==> src/rtl/load_store_unit_if.sv <==
// load_store_unit_if: data-memory request/response bus between the LSU (master) and the memory responder (slave)
// Signals: memReqValid_out/memReqReady_in request handshake, memWe_out write enable,
//          memAddr_out word-aligned address, memWData_out/memWStrb_out store data and byte strobes,
//          memRspValid_in/memRspData_in response handshake and read word.
// Suffixes are named from the LSU's point of view.
interface load_store_unit_if #(
    parameter int REG_DATA_WIDTH_POW = 6,
    parameter int ADDR_WIDTH = 64
);
    localparam int XLEN = 1 << REG_DATA_WIDTH_POW;
    localparam int NBYTES = XLEN / 8;
    logic memReqValid_out;
    logic memReqReady_in;
    logic memWe_out;
    logic [ADDR_WIDTH-1:0] memAddr_out;
    logic [XLEN-1:0] memWData_out;
    logic [NBYTES-1:0] memWStrb_out;
    logic memRspValid_in;
    logic [XLEN-1:0] memRspData_in;
    modport master (
        output memReqValid_out, memWe_out, memAddr_out, memWData_out, memWStrb_out,
        input memReqReady_in, memRspValid_in, memRspData_in
    );
    modport slave (
        input memReqValid_out, memWe_out, memAddr_out, memWData_out, memWStrb_out,
        output memReqReady_in, memRspValid_in, memRspData_in
    );
endinterface

==> src/rtl/load_store_unit.sv <==
// load_store_unit: initiator side of the data-memory interface (align/mask stores, extract/extend loads)
// Ports: clk_in, reset (async, active high); core side start_in, isStore_in, funct3_in, addr_in,
//        storeData_in, busy_out, done_out, fault_out, loadData_out; memory side via load_store_unit_if.master.
// Option: define LSU_MISALIGN_TRAP_EN to fault on misaligned accesses; otherwise the offset is
//         rounded down to natural alignment and the access proceeds.
module load_store_unit #(
    parameter int REG_DATA_WIDTH_POW = 6,
    parameter int ADDR_WIDTH = 64,
    localparam int XLEN = 1 << REG_DATA_WIDTH_POW,
    localparam int NBYTES = XLEN / 8,
    localparam int OFFW = REG_DATA_WIDTH_POW - 3
) (
    input  logic clk_in,
    input  logic reset,
    input  logic start_in,
    input  logic isStore_in,
    input  logic [2:0] funct3_in,
    input  logic [ADDR_WIDTH-1:0] addr_in,
    input  logic [XLEN-1:0] storeData_in,
    output logic busy_out,
    output logic done_out,
    output logic fault_out,
    output logic [XLEN-1:0] loadData_out,
    load_store_unit_if.master mem
);
    typedef enum logic [2:0] {IDLE, REQ, WAIT, DONE, FAULT} state_t;
    state_t r_state;
    logic r_busy, r_done, r_fault, r_valid, r_we;
    logic [2:0] r_funct3;
    logic [OFFW-1:0] r_off;
    logic [ADDR_WIDTH-1:0] r_addr;
    logic [XLEN-1:0] r_wdata, r_load;
    logic [NBYTES-1:0] r_wstrb;
    logic [OFFW-1:0] w_lomask, w_off;
    logic [NBYTES-1:0] w_smask;
    logic w_illegal, w_fault, w_sbit;
    logic [XLEN-1:0] w_raw, w_ext;
    assign w_lomask = OFFW'((32'd1 << funct3_in[1:0]) - 32'd1);
    assign w_illegal = (isStore_in & funct3_in[2]) | (!isStore_in & (funct3_in == 3'b111))
                     | ((XLEN == 32) & ((funct3_in[1:0] == 2'b11) | (funct3_in == 3'b110)));
`ifdef LSU_MISALIGN_TRAP_EN
    logic w_mis;
    assign w_mis = (addr_in[OFFW-1:0] & w_lomask) != '0;
    assign w_off = addr_in[OFFW-1:0];
    assign w_fault = w_illegal | w_mis;
`else
    assign w_off = addr_in[OFFW-1:0] & ~w_lomask;
    assign w_fault = w_illegal;
`endif
    always_comb begin
        w_smask = '0;
        for (int i = 0; i < NBYTES; i++) w_smask[i] = i < (1 << funct3_in[1:0]);
    end
    // Load extraction: shift the addressed lane down, then sign/zero-fill above the access size.
    assign w_raw = mem.memRspData_in >> {r_off, 3'b000};
    assign w_sbit = (r_funct3[1:0] == 2'd0) ? w_raw[7] :
                    (r_funct3[1:0] == 2'd1) ? w_raw[15] :
                    (r_funct3[1:0] == 2'd2) ? w_raw[31] : w_raw[XLEN-1];
    always_comb begin
        w_ext = '0;
        for (int i = 0; i < XLEN; i++)
            w_ext[i] = (i < (8 << r_funct3[1:0])) ? w_raw[i] : (w_sbit & ~r_funct3[2]);
    end
    always_ff @(posedge clk_in or posedge reset) begin
        if (reset) begin
            r_state <= IDLE;
            r_busy <= 1'b0;
            r_done <= 1'b0;
            r_fault <= 1'b0;
            r_valid <= 1'b0;
            r_we <= 1'b0;
            r_funct3 <= '0;
            r_off <= '0;
            r_addr <= '0;
            r_wdata <= '0;
            r_wstrb <= '0;
            r_load <= '0;
        end else begin
            case (r_state)
                IDLE: if (start_in) begin
                    r_busy <= 1'b1;
                    if (w_fault) begin
                        r_state <= FAULT;
                        r_done <= 1'b1;
                        r_fault <= 1'b1;
                    end else begin
                        r_state <= REQ;
                        r_valid <= 1'b1;
                        r_funct3 <= funct3_in;
                        r_off <= w_off;
                        r_we <= isStore_in;
                        r_addr <= {addr_in[ADDR_WIDTH-1:OFFW], {OFFW{1'b0}}};
                        r_wdata <= storeData_in << {w_off, 3'b000};
                        r_wstrb <= isStore_in ? (w_smask << w_off) : '0;
                    end
                end
                REQ: if (mem.memReqReady_in) begin
                    r_state <= WAIT;
                    r_valid <= 1'b0;
                end
                WAIT: if (mem.memRspValid_in) begin
                    r_state <= DONE;
                    r_done <= 1'b1;
                    if (!r_we) r_load <= w_ext;
                end
                default: begin
                    r_state <= IDLE;
                    r_busy <= 1'b0;
                    r_done <= 1'b0;
                    r_fault <= 1'b0;
                end
            endcase
        end
    end
    assign busy_out = r_busy;
    assign done_out = r_done;
    assign fault_out = r_fault;
    assign loadData_out = r_load;
    assign mem.memReqValid_out = r_valid;
    assign mem.memWe_out = r_we;
    assign mem.memAddr_out = r_addr;
    assign mem.memWData_out = r_wdata;
    assign mem.memWStrb_out = r_wstrb;
endmodule
==> src/flat_wrapper.sv <==
// flat-port wrapper written by rule: the top's interface ports become plain ports
module load_store_unit_flat 
#(
    parameter int REG_DATA_WIDTH_POW = 6,
    parameter int ADDR_WIDTH = 64,
    localparam int XLEN = 1 << REG_DATA_WIDTH_POW,
    localparam int NBYTES = XLEN / 8,
    localparam int OFFW = REG_DATA_WIDTH_POW - 3
)
  (clk_in, reset, start_in, isStore_in, funct3_in, addr_in, storeData_in, busy_out, done_out, fault_out, loadData_out, mem_memReqValid_out, mem_memWe_out, mem_memAddr_out, mem_memWData_out, mem_memWStrb_out, mem_memReqReady_in, mem_memRspValid_in, mem_memRspData_in);
  load_store_unit_if #(.REG_DATA_WIDTH_POW(REG_DATA_WIDTH_POW), .ADDR_WIDTH(ADDR_WIDTH)) mem_i ();
  input  logic clk_in;
  input  logic reset;
  input  logic start_in;
  input  logic isStore_in;
  input  logic [2:0] funct3_in;
  input  logic [ADDR_WIDTH-1:0] addr_in;
  input  logic [XLEN-1:0] storeData_in;
  output logic busy_out;
  output logic done_out;
  output logic fault_out;
  output logic [XLEN-1:0] loadData_out;
  output wire logic [$bits(mem_i.memReqValid_out)-1:0] mem_memReqValid_out;
  output wire logic [$bits(mem_i.memWe_out)-1:0] mem_memWe_out;
  output wire logic [$bits(mem_i.memAddr_out)-1:0] mem_memAddr_out;
  output wire logic [$bits(mem_i.memWData_out)-1:0] mem_memWData_out;
  output wire logic [$bits(mem_i.memWStrb_out)-1:0] mem_memWStrb_out;
  input wire logic [$bits(mem_i.memReqReady_in)-1:0] mem_memReqReady_in;
  input wire logic [$bits(mem_i.memRspValid_in)-1:0] mem_memRspValid_in;
  input wire logic [$bits(mem_i.memRspData_in)-1:0] mem_memRspData_in;
  assign mem_memReqValid_out = mem_i.memReqValid_out;
  assign mem_memWe_out = mem_i.memWe_out;
  assign mem_memAddr_out = mem_i.memAddr_out;
  assign mem_memWData_out = mem_i.memWData_out;
  assign mem_memWStrb_out = mem_i.memWStrb_out;
  assign mem_i.memReqReady_in = mem_memReqReady_in;
  assign mem_i.memRspValid_in = mem_memRspValid_in;
  assign mem_i.memRspData_in = mem_memRspData_in;
  load_store_unit #(.REG_DATA_WIDTH_POW(REG_DATA_WIDTH_POW), .ADDR_WIDTH(ADDR_WIDTH)) u_core (.clk_in(clk_in), .reset(reset), .start_in(start_in), .isStore_in(isStore_in), .funct3_in(funct3_in), .addr_in(addr_in), .storeData_in(storeData_in), .busy_out(busy_out), .done_out(done_out), .fault_out(fault_out), .loadData_out(loadData_out), .mem(mem_i));
endmodule
==> config.mk <==
export PLATFORM = sky130hd
export DESIGN_NAME = load_store_unit_flat
export DESIGN_NICKNAME = d
export VERILOG_FILES = /design/src/rtl/load_store_unit_if.sv /design/src/rtl/load_store_unit.sv /design/src/flat_wrapper.sv
export SDC_FILE = /design/constraint.sdc
export NUM_CORES = 1
export LEC_CHECK = 0
export BUFFER_PORTS_ARGS = -buffer_cell sky130_fd_sc_hd__clkbuf_2
export CAP_MARGIN = 20
export CORE_MARGIN = 4
export CORE_UTILIZATION = 46
export DETAILED_ROUTE_END_ITERATION = 12
export HOLD_SLACK_MARGIN = 0.1
export PLACE_DENSITY_LB_ADDON = 0.3
export SLEW_MARGIN = 10
export SYNTH_ARGS = -nofsm -noshare
export SYNTH_HDL_FRONTEND = slang
export SYNTH_SLANG_ARGS = --single-unit
==> constraint.sdc <==
create_clock -name clk_in -period 18.25 [get_ports clk_in]
set_input_delay 2.7375 -clock clk_in [delete_from_list [all_inputs] [get_ports clk_in]]
set_output_delay 2.7375 -clock clk_in [all_outputs]
set_load 0.01 [all_outputs]
==> results of run 1 <==
==> registers in the layout (all words and copies together) (netlist names), 3 cells and up <==
name	flops
u_core.r_state	3
u_core.mem.memWStrb_out	8
u_core.r_funct3	3
u_core.r_off	3
u_core.mem.memWData_out	64
u_core.loadData_out	64
u_core.mem.memAddr_out	61
==> report_power, final <==
group,internal [uW],leakage (uW),switching (uW)
sequential,692,0.00261,162
combinational,440,0.00402,641
clock,274,0.000382,199
total,1410,0.00701,1000
==> path summary, 6_finish.rpt <==
check                                           from                           to  slack, ns  cells after the start
max                                     funct3_in[0]  u_core.mem.memWData_out[53]      13.63                     10
min                        u_core.mem.memAddr_out[5]    u_core.mem.memAddr_out[5]       0.48                      2
max reg2reg                          u_core.r_off[1]      u_core.loadData_out[31]      15.24                      6
min reg2reg                u_core.mem.memAddr_out[5]    u_core.mem.memAddr_out[5]       0.48                      2
max in group asynchronous                      reset              u_core.r_off[1]      14.59                      4
min in group asynchronous                      reset   u_core.mem.memAddr_out[32]       2.44                      2
==> per-stage QoR <==
step | utilization | power (uW)
final | 0.5800 | 2407
after global routing | 0.5800 | 2572
after floorplan | - | 1503
after detailed placement | 0.5480 | 1940
after CTS | 0.5789 | 2422
after global placement | 0.5478 | 1915
==> routing by layer <==
metal	share of wire	track usage	wire, um	up-vias
met5	0	0	0	-
met4	0.043	0.1069	1702	0
met3	0.089	0.06185	3518	93
met2	0.48	0.4492	19100	547
met1	0.39	0.3429	15220	5376
li1	-	-	-	5103
==> placed cells by master, fill, tap and decap left out, types with 5 or more instances in the layout <==
cell type and instances:
o22ai_1 7, nor2_1 87, nor2b_1 22, buf_4 14, or2_2 7, clkinv_2 7, a22oi_1 20, a221o_1 8
mux2i_1 85, nand3_1 12, inv_1 11, clkbuf_16 24, o221ai_1 15, nand2b_1 8, o31ai_1 10, clkbuf_2 402
a21oi_1 45, a2bb2oi_1 9, nand2_1 310, dfrtp_1 209, or3_1 8, a22o_1 20, a211oi_1 20, o211ai_1 25
a21o_1 5, a211o_1 8, o21ai_0 38, a31oi_1 24, mux2_2 35, mux4_2 20, o21a_1 8, a31o_2 9
==> layout make-up <==
| class | instances | area (um2) | area share |
|---|---|---|---|
| multi-input cells | 916 | 5888 | 0.4043 |
| inverters | 12 | 52.55 | 0.003608 |
| clock buffers | 32 | 670.6 | 0.04605 |
| repair buffers | 418 | 2150 | 0.1476 |
| clock inverters | 12 | 105.1 | 0.007216 |
| flip-flops and latches | 211 | 5285 | 0.3629 |
| well taps | 330 | 412.9 | 0.02835 |
==> kinds of logic after synthesis <==
logic type | count (synthesis) | synth area share
other | 1 | 0.0003208
flip-flops | 211 | 0.4516
adder cells (fa/ha/maj) | 2 | 0.002140
multiplexers | 141 | 0.1460
buffers and inverters | 115 | 0.04848
AO/OA/AOI/OAI | 292 | 0.1789
AND/OR/NAND/NOR | 478 | 0.1725
==> worst min-delay path: cells and delay by family (launching register included) <==
family,cells,cell delay [ns]
AND/OR/NAND/NOR,2,0.11
flip-flops,1,0.34
==> out/results.tsv, run 1 <==
metric	value	unit
cts_buffer_depth	3	
die_w	167.4	um
status	completed	
dr.pass1.iters	5	
ys.flop_type	dfrtp_1	
synth_seq_cells	211	
synthArstFlopShare	1.000	
h-tree-depth	1	
cp_common_cell	nor2_1	
cp_max_fo	35	
start_util	0.4656	
placed_area	13760	um2
ctsHoldBuffers	0	
grt_overflow	0	
worstSetupStartpointType	input port	
die-area	28030	um2
remaining_drc_errors	0	
yosysWarnings	0	
layout-drive-gt1-share	0.3392	
grt_max_degree	132	
clock_latency	0.52	ns
fmax	216.5	MHz
netlist_instances	1240	
maxCapViolations	0	
drtIter0Drc	1015	
avgViaCountPerCell	5.758	
setup_ws	13.63	ns
fillers	2253	
setup_tns	0	ns
synth.most_common_cell	nand2_1	
synth.area.top_cells	dfrtp_1 45%, nand2_1 10%, mux2i_1 7.3%	
place_ws	13.09	ns
pin_count	406	
critPathRequiredTime	18.65	ns
vdd_drop_max	0.09662	mV
grt_pass1_wl	61380	um
clock_sinks	211	
fin_worst_skew	0.01960	ns
finalNonFillerCells	1931	
placementRows	58	
die_y	167.4	um
ys_top_cells_by_count	310 x nand2_1, 211 x dfrtp_1, 87 x nor2_1	
powerDensity	165.3	nW/um2
wl_per_cell	20.48	um
setup_viol	0	
hpwl	28810	um
rsz0062_at_grt	no	
cts-root-buf	clkbuf_16	
cp-end-kind	flop	
placedCellCount	1886	
cts_tree	yes	
hold_violations	0	
p_leak	0.007015	uW
ant_nets	0	
vias	11120	
cts-resized-gates	0	
grtUsageTotal	0.2698	
synth_top_area_cell	dfrtp_1	
grt_antenna_before_repair	0	
worst-path-buf-inv	3	
diodes	0	
synthDominantCellAreaShare	0.4516	
min_path_type	flop to flop	
critical_path_class	input port to flop	
whs	0.4756	ns
netlist_area	11690	um2
crit_path_top_delay_cell	buf_4	
numCtsBuffers	24	
critPathTopFamily	simple AND/OR/NAND/NOR gates	
grt_pass1_vias	11070	
postCtsSetupBuffers	0	
synth_edf_count	0	
slew_headroom	0.3280	
nets	1786	
synth_cell_types	58	
worstPathArrival	5.02	ns
drt-total-wl	39540	um
worstPathCellList	clkbuf_2 -> nor2_1 -> inv_1 -> ha_1 -> nand2_1 -> buf_4 -> nor2_1 -> o2bb2ai_1 -> nor2b_1 -> a221o_1	
area_delta_synth_final	24.57	%
period_minus_slack	4.619	ns
synth.avg_cell_area	9.428	um2
worst_pin_slew	1.008	ns
slowest_delay	0.41	ns
slew_violations	0	
numPortBuffers	402	
synth_seq_area_share	0.4516	
design_area	14560	um2
routabilityCongestion	0.9519	
clk_pin_slew	0.06	ns
fin_crit_sh	0.2531	
core_area	25110	um2
(Power assumes the default switching activity.)
==> run 2: changes to the inputs <==
--- a/config.mk
+++ b/config.mk
@@ -5,6 +5,7 @@
 export SDC_FILE = /design/constraint.sdc
 export NUM_CORES = 1
 export LEC_CHECK = 0
+export ABC_AREA = 1
 export BUFFER_PORTS_ARGS = -buffer_cell sky130_fd_sc_hd__clkbuf_2
 export CAP_MARGIN = 20
 export CORE_MARGIN = 4
==> constraint.sdc (replaced) <==
create_clock -name clk_in -period 3.8 [get_ports clk_in]
set_input_delay 0.57 -clock clk_in [delete_from_list [all_inputs] [get_ports clk_in]]
set_output_delay 0.57 -clock clk_in [all_outputs]
set_load 0.01 [all_outputs]
==> run 2 against run 1 <==
Effect of this change: global-route usage up 1.6 points; sequential power rose to 4.8 times the previous value; combinational power rose to 5.1 times the previous value; die area down 2.2%; critical path depth unchanged; critical endpoint is now u_core.loadData_out[40].
==> out/results.tsv, run 2 <==
metric	value	unit	change
grtUsageTotal	0.2861		+0.01633
maxCapViolations	0		unchanged
fmax	379.0	MHz	
layout_common_cells	550 x nand2_1, 402 x clkbuf_2, 210 x dfrtp_1		
cp-end-kind	flop		
numPortBuffers	402		unchanged
h-tree-depth	1		unchanged
vias	12050		+8.4%
grt_overflow	0		unchanged
synth.area.top_cells	dfrtp_1 46%, nand2_1 18%, o21ai_0 6.7%		
hold_violations	0		unchanged
synth_top_area_cell	dfrtp_1		
synth_edf_count	0		unchanged
die_w	165.6	um	-1.1%
wl_per_cell	18.27	um	-11%
slew_violations	0		unchanged
status	completed		
start_util	0.4683		+0.002732
ant_nets	0		unchanged
cts_buffer_depth	3		unchanged
nets	2102		+18%
numCtsBuffers	25		+4.2%
hpwl	30200	um	+4.8%
cts-root-buf	clkbuf_16		
grt_pass1_vias	11660		+5.4%
placementRows	57		-1.7%
synth_seq_cells	211		unchanged
ys_top_cells_by_count	551 x nand2_1, 211 x dfrtp_1, 153 x o21ai_0		
avgViaCountPerCell	5.373		-6.7%
slew_headroom	0.4682		+0.1402
synth_seq_area_share	0.4622		+0.01059
period_minus_slack	2.639	ns	
yosysWarnings	0		unchanged
die_y	165.6	um	-1.1%
cts-resized-gates	0		unchanged
fin_crit_sh	0.6944		
netlist_instances	1559		+26%
fin_util	0.5867		+0.006717
netlist_area	11420	um2	-2.3%
vdd_drop_max	0.4469	mV	+360%
ys.flop_type	dfrtp_1		
worstPathArrival	3.09	ns	-1.93 ns
worst_pin_slew	0.7966	ns	-0.2115 ns
drt-total-wl	40970	um	+3.6%
crit_start	u_core.r_off[0]		
layout_commonest_cell	nand2_1		
powerDensity	842.3	nW/um2	+410%
grt_antenna_before_repair	0		unchanged
core_area	24390	um2	-2.9%
routabilityCongestion	0.9639		+1.3%
cp_max_fo	37		+5.7%
setup_viol	0		unchanged
clk_pin_slew	0.06	ns	about the same
rsz0062_at_grt	no		
worstSetupStartpointType	flop		
clock_latency	0.53	ns	about the same
grt_max_degree	126		-4.5%
pin_count	406		unchanged
min_path_type	input port to asynchronous set/reset pin		
clock_sinks	211		unchanged
synthDominantCellAreaShare	0.4622		+0.01059
synthArstFlopShare	1.000		unchanged
critical_path_class	flop to flop		
synth.most_common_cell	nand2_1		
drtIter0Drc	1312		+29%
die-area	27420	um2	-2.2%
ctsHoldBuffers	0		unchanged
remaining_drc_errors	0		unchanged
rr_worst_depth	10		+4
area_delta_synth_final	25.28	%	
critPathRequiredTime	4.25	ns	-14.40 ns
setup_tns	0	ns	unchanged
cts_tree	yes		
layout-drive-gt1-share	0.2669		-0.07222
synth_cell_types	41		-29%
grt_pass1_wl	62000	um	+1.0%
p_leak	0.007759	uW	+11%
dr.pass1.iters	6		+1
postCtsSetupBuffers	0		unchanged
fin_worst_skew	0.009026	ns	-0.01058 ns
synth.avg_cell_area	7.327	um2	-22%
r2r-start	u_core.r_off[0]		
run 2: cell count changes after synthesis, sizes merged, moves of 22 or more:
cell and change:
o22ai +25, inv +83, o21ai +147, nor2 +49, mux2 -36, nand3 +39
nor2b -22, mux2i -82, a21oi +51, nand2 +246
run 2: area by class of cell:
| type | instances | area (um2) |
|---|---|---|
| Clock buffer | 38 | 754.5 |
| Sequential cell | 211 | 5281 |
| Tap cell | 324 | 405.4 |
| Multi-Input combinational cell | 1144 | 5216 |
| Timing Repair Buffer | 420 | 2185 |
| Antenna cell | 1 | 2.502 |
| Fill cell | 2349 | 10080 |
| Clock inverter | 8 | 91.34 |
| Inverter | 97 | 375.4 |
run 2: path summary, 6_finish.rpt:
path	end	slack, ns
max in group asynchronous	u_core.loadData_out[27]	2.56
hold / removal	u_core.mem.memWData_out[31]	0.12
hold reg to reg	u_core.mem.memAddr_out[13]	0.47
setup / recovery	u_core.loadData_out[40]	1.16
setup reg to reg	u_core.loadData_out[40]	1.16
min in group clk_in	u_core.mem.memAddr_out[19]	0.24
run 2: where the power goes:
group          switching, uW  internal (uW)  total (uW)
clock                    984           1450        2430
sequential               779           3340        4120
combinational           3560           1940        5510
run 2: routing by layer:
| metal | vias up | routed length [um] | track usage |
|---|---|---|---|
| li1 | 5742 | - | - |
| met2 | 592 | 20670 | 0.5054 |
| met3 | 83 | 3713 | 0.06106 |
| met4 | 0 | 1228 | 0.08774 |
| met5 | - | 0 | 0 |
| met1 | 5634 | 15370 | 0.3510 |
run 2: critical path, cell delays in order, from the launching register on:
cell	delay [ns]
dfrtp_2	0.75
buf_4	0.44
or2_2	0.19
o21ai_2	0.05
nand2_1	0.09
nand3_1	0.10
nand2_1	0.10
nand2_1	0.07
nand2_2	0.13
nand3_4	0.34
a21oi_1	0.26
run 2: kinds of logic after synthesis:
| group | Yosys count | share of synthesized area |
|---|---|---|
| adder cells (fa/ha/maj) | 2 | 0.002190 |
| multiplexers | 3 | 0.002629 |
| buffers and inverters | 206 | 0.08269 |
| other | 1 | 0.0003283 |
| AND/OR/NAND/NOR | 768 | 0.2681 |
| AO/OA/AOI/OAI | 368 | 0.1818 |
| flip-flops | 211 | 0.4622 |
run 2: stage by stage:
stage	worst slack [ns]	cell area, um2	cells	hold WS [ns]	power, uW
after floorplan	0.4878	11430	1561	0.4870	7482
after global placement	1.282	13460	2196	0.4525	9512
after detailed placement	1.219	13460	2196	0.4571	9629
after CTS	1.214	14310	2242	0.1189	12100
after global routing	0.9085	14310	2242	0.1538	12940
final	1.161	14310	2243	0.1212	12050
==> run 3: changes to the inputs <==
--- a/config.mk
+++ b/config.mk
@@ -5,7 +5,7 @@
 export SDC_FILE = /design/constraint.sdc
 export NUM_CORES = 1
 export LEC_CHECK = 0
-export ABC_AREA = 1
+export ABC_AREA = 0
 export BUFFER_PORTS_ARGS = -buffer_cell sky130_fd_sc_hd__clkbuf_2
 export CAP_MARGIN = 20
 export CORE_MARGIN = 4
==> constraint.sdc (replaced) <==
create_clock -name clk_in -period 2.3 [get_ports clk_in]
set_input_delay 0.345 -clock clk_in [delete_from_list [all_inputs] [get_ports clk_in]]
set_output_delay 0.345 -clock clk_in [all_outputs]
set_load 0.01 [all_outputs]
==> run 3 against run 2 <==
Effect of this change: setup slack got worse by 1.0 ns; power is 64% higher; via count down 3.0%; utilization up 4.7 points; worst hold slack barely moved; highest routed layer is now met5.
==> out/results.tsv, run 3 (synthesis results as in run 1) <==
metric	value	unit	change
vdd_drop_max	0.7284	mV	+63%
power.switching	8098	uW	+52%
grt_pass1_vias	11970		+2.6%
layout_common_cells	402 x clkbuf_2, 309 x nand2_1, 209 x dfrtp_1		
die_y	167.4	um	+1.1%
grt_pass1_wl	66380	um	+7.1%
grtUsageTotal	0.2927		+0.006585
powerDensity	1242	nW/um2	+47%
cp_max_fo	17		-54%
p_comb_frac	0.462		+0.005
rsz0062_at_grt	no		
hold_depth	3		
min_path_type	input port to flop		
fillers	2107		-10%
fmax	459.4	MHz	+21%
p_leak	0.007675	uW	-1.1%
critPathRequiredTime	2.68	ns	-1.57 ns
worstSetupStartpointType	flop		
grt_overflow	0		unchanged
drtIter0Drc	959		-27%
clock_power_share	0.193		-0.009
start_util	0.4656		-0.002732
core_area	25110	um2	+2.9%
numCtsBuffers	25		unchanged
grt_max_degree	70		-44%
period_minus_slack	2.177	ns	-0.4617 ns
placedCellCount	1954		-11%
clk_pin_slew	0.06	ns	about the same
cts_tree	yes		
nets	1918		-8.8%
seqCellArea	5285	um2	about the same
setup_tns	0	ns	unchanged
cts_buffer_depth	3		unchanged
layout-drive-gt1-share	0.3514		+0.08447
dr.pass1.iters	6		unchanged
avgViaCountPerCell	5.658		+5.3%
routabilityCongestion	0.9543		-1.0%
fin_crit_sh	0.9465		+0.2521
layout_commonest_cell	clkbuf_2		
die-area	28030	um2	+2.2%
critical_path_class	flop to flop		
clock_latency	0.52	ns	about the same
drt-total-wl	42310	um	+3.3%
whs	0.1207	ns	-0.0004540 ns
seq_power_share	0.345		+0.003
worst_pin_slew	0.6241	ns	-0.1725 ns
area_delta_synth_final	36.03	%	
fin_worst_skew	0.01893	ns	+0.009906 ns
finalNonFillerCells	2065		-7.9%
maxCapViolations	0		unchanged
setup_viol	0		unchanged
cts-root-buf	clkbuf_16		
placed_area	14470	um2	+7.5%
slew_headroom	0.5829		+0.1148
hpwl	31140	um	+3.1%
numPortBuffers	402		unchanged
cp-end-kind	flop		
die_w	167.4	um	+1.1%
hold_violations	0		unchanged
slew_violations	0		unchanged
vias	11680		-3.0%
design_area	15900	um2	+11%
place_ws	-0.1368	ns	-1.356 ns
placementRows	58		+1.8%
remaining_drc_errors	0		unchanged
clock_sinks	211		unchanged
swShare	0.4098		-0.03186
h-tree-depth	1		unchanged
setup_ws	0.1231	ns	-1.038 ns
ant_nets	0		unchanged
pin_count	406		unchanged
p_int	11660	uW	+73%
status	completed		
grt_antenna_before_repair	3		+3
rr_worst_depth	5		-5
wl_per_cell	20.49	um	+12%
worstPathArrival	2.56	ns	-0.53 ns
multi_input_area	5901	um2	+13%
-- run 3: cell count changes in the layout (fill, tap and decap cells not counted), moves of 53 or more --
cell | previous run | this run
buf_4 | 15 | 68
o21ai_0 | 153 | 38
inv_1 | 87 | 11
mux2i_1 | 3 | 85
a21oi_1 | 98 | 45
nand2_1 | 550 | 309
dlygate4sd3_1 | 0 | 64
-- run 3: power by group through the flow --
stage / Combinational (uW) / Clock (uW) / Sequential (uW)
after floorplan: 4690 / 0 / 7240
after global placement: 8840 / 0 / 6790
after detailed placement: 9010 / 0 / 6780
after CTS: 9110 / 3870 / 6780
after global routing: 9970 / 4050 / 7000
final: 9120 / 3820 / 6820
-- run 3: cell type report --
type                    count  share of cell area
multi-input cells         916              0.3710
flip-flops and latches    211              0.3323
clock buffers              42             0.04838
well taps                 330             0.02596
inverters                  12            0.003068
clock inverters             3            0.001180
diodes                      2           0.0003147
repair buffers            549              0.2178
-- run 3: path summary, 6_finish.rpt --
| kind | startpoint | end | slack, ns |
|---|---|---|---|
| setup / recovery | u_core.r_state[2] | u_core.loadData_out[35] | 0.12 |
| hold / removal | isStore_in | u_core.mem.memWe_out | 0.12 |
| setup reg to reg | u_core.r_state[2] | u_core.loadData_out[35] | 0.12 |
| hold reg to reg | u_core.mem.memAddr_out[63] | u_core.mem.memAddr_out[63] | 0.47 |
| max in group asynchronous | reset | u_core.loadData_out[36] | 1.06 |
| min in group asynchronous | reset | u_core.mem.memWData_out[2] | 0.41 |
-- run 3: per-layer routing --
layer  GRT usage  share of wire  vias to the layer above
met5           0        0.00031                        -
met4      0.1306          0.048                        2
met3     0.07200          0.090                      111
met2      0.4904           0.48                      604
met1      0.3597           0.38                     5608
li1            -              -                     5359
-- run 3: per-stage QoR --
stage,power [uW],util
finish,19760,0.6334
global route,21010,0.6334
CTS,19770,0.6331
detailed placement,15790,0.5762
global placement,15630,0.5762
floorplan,11930,-
-- run 3: worst max-delay path: stages, from the launching register on --
cell and delay [ns]:
dfrtp_1 0.42, buf_4 0.18, or4_1 0.73, a211oi_4 0.31, buf_4 0.29, a21oi_1 0.10
-- run 3: what timing repair did --
| item | in CTS | in global routing |
|---|---|---|
| endpoints found under the hold margin | 77 | 0 |
| hold buffers | 64 | 0 |
| gates resized for setup | 0 | 1 |
| endpoints found under the setup margin | 0 | 6 |
| buffers inserted | 0 | 0 |
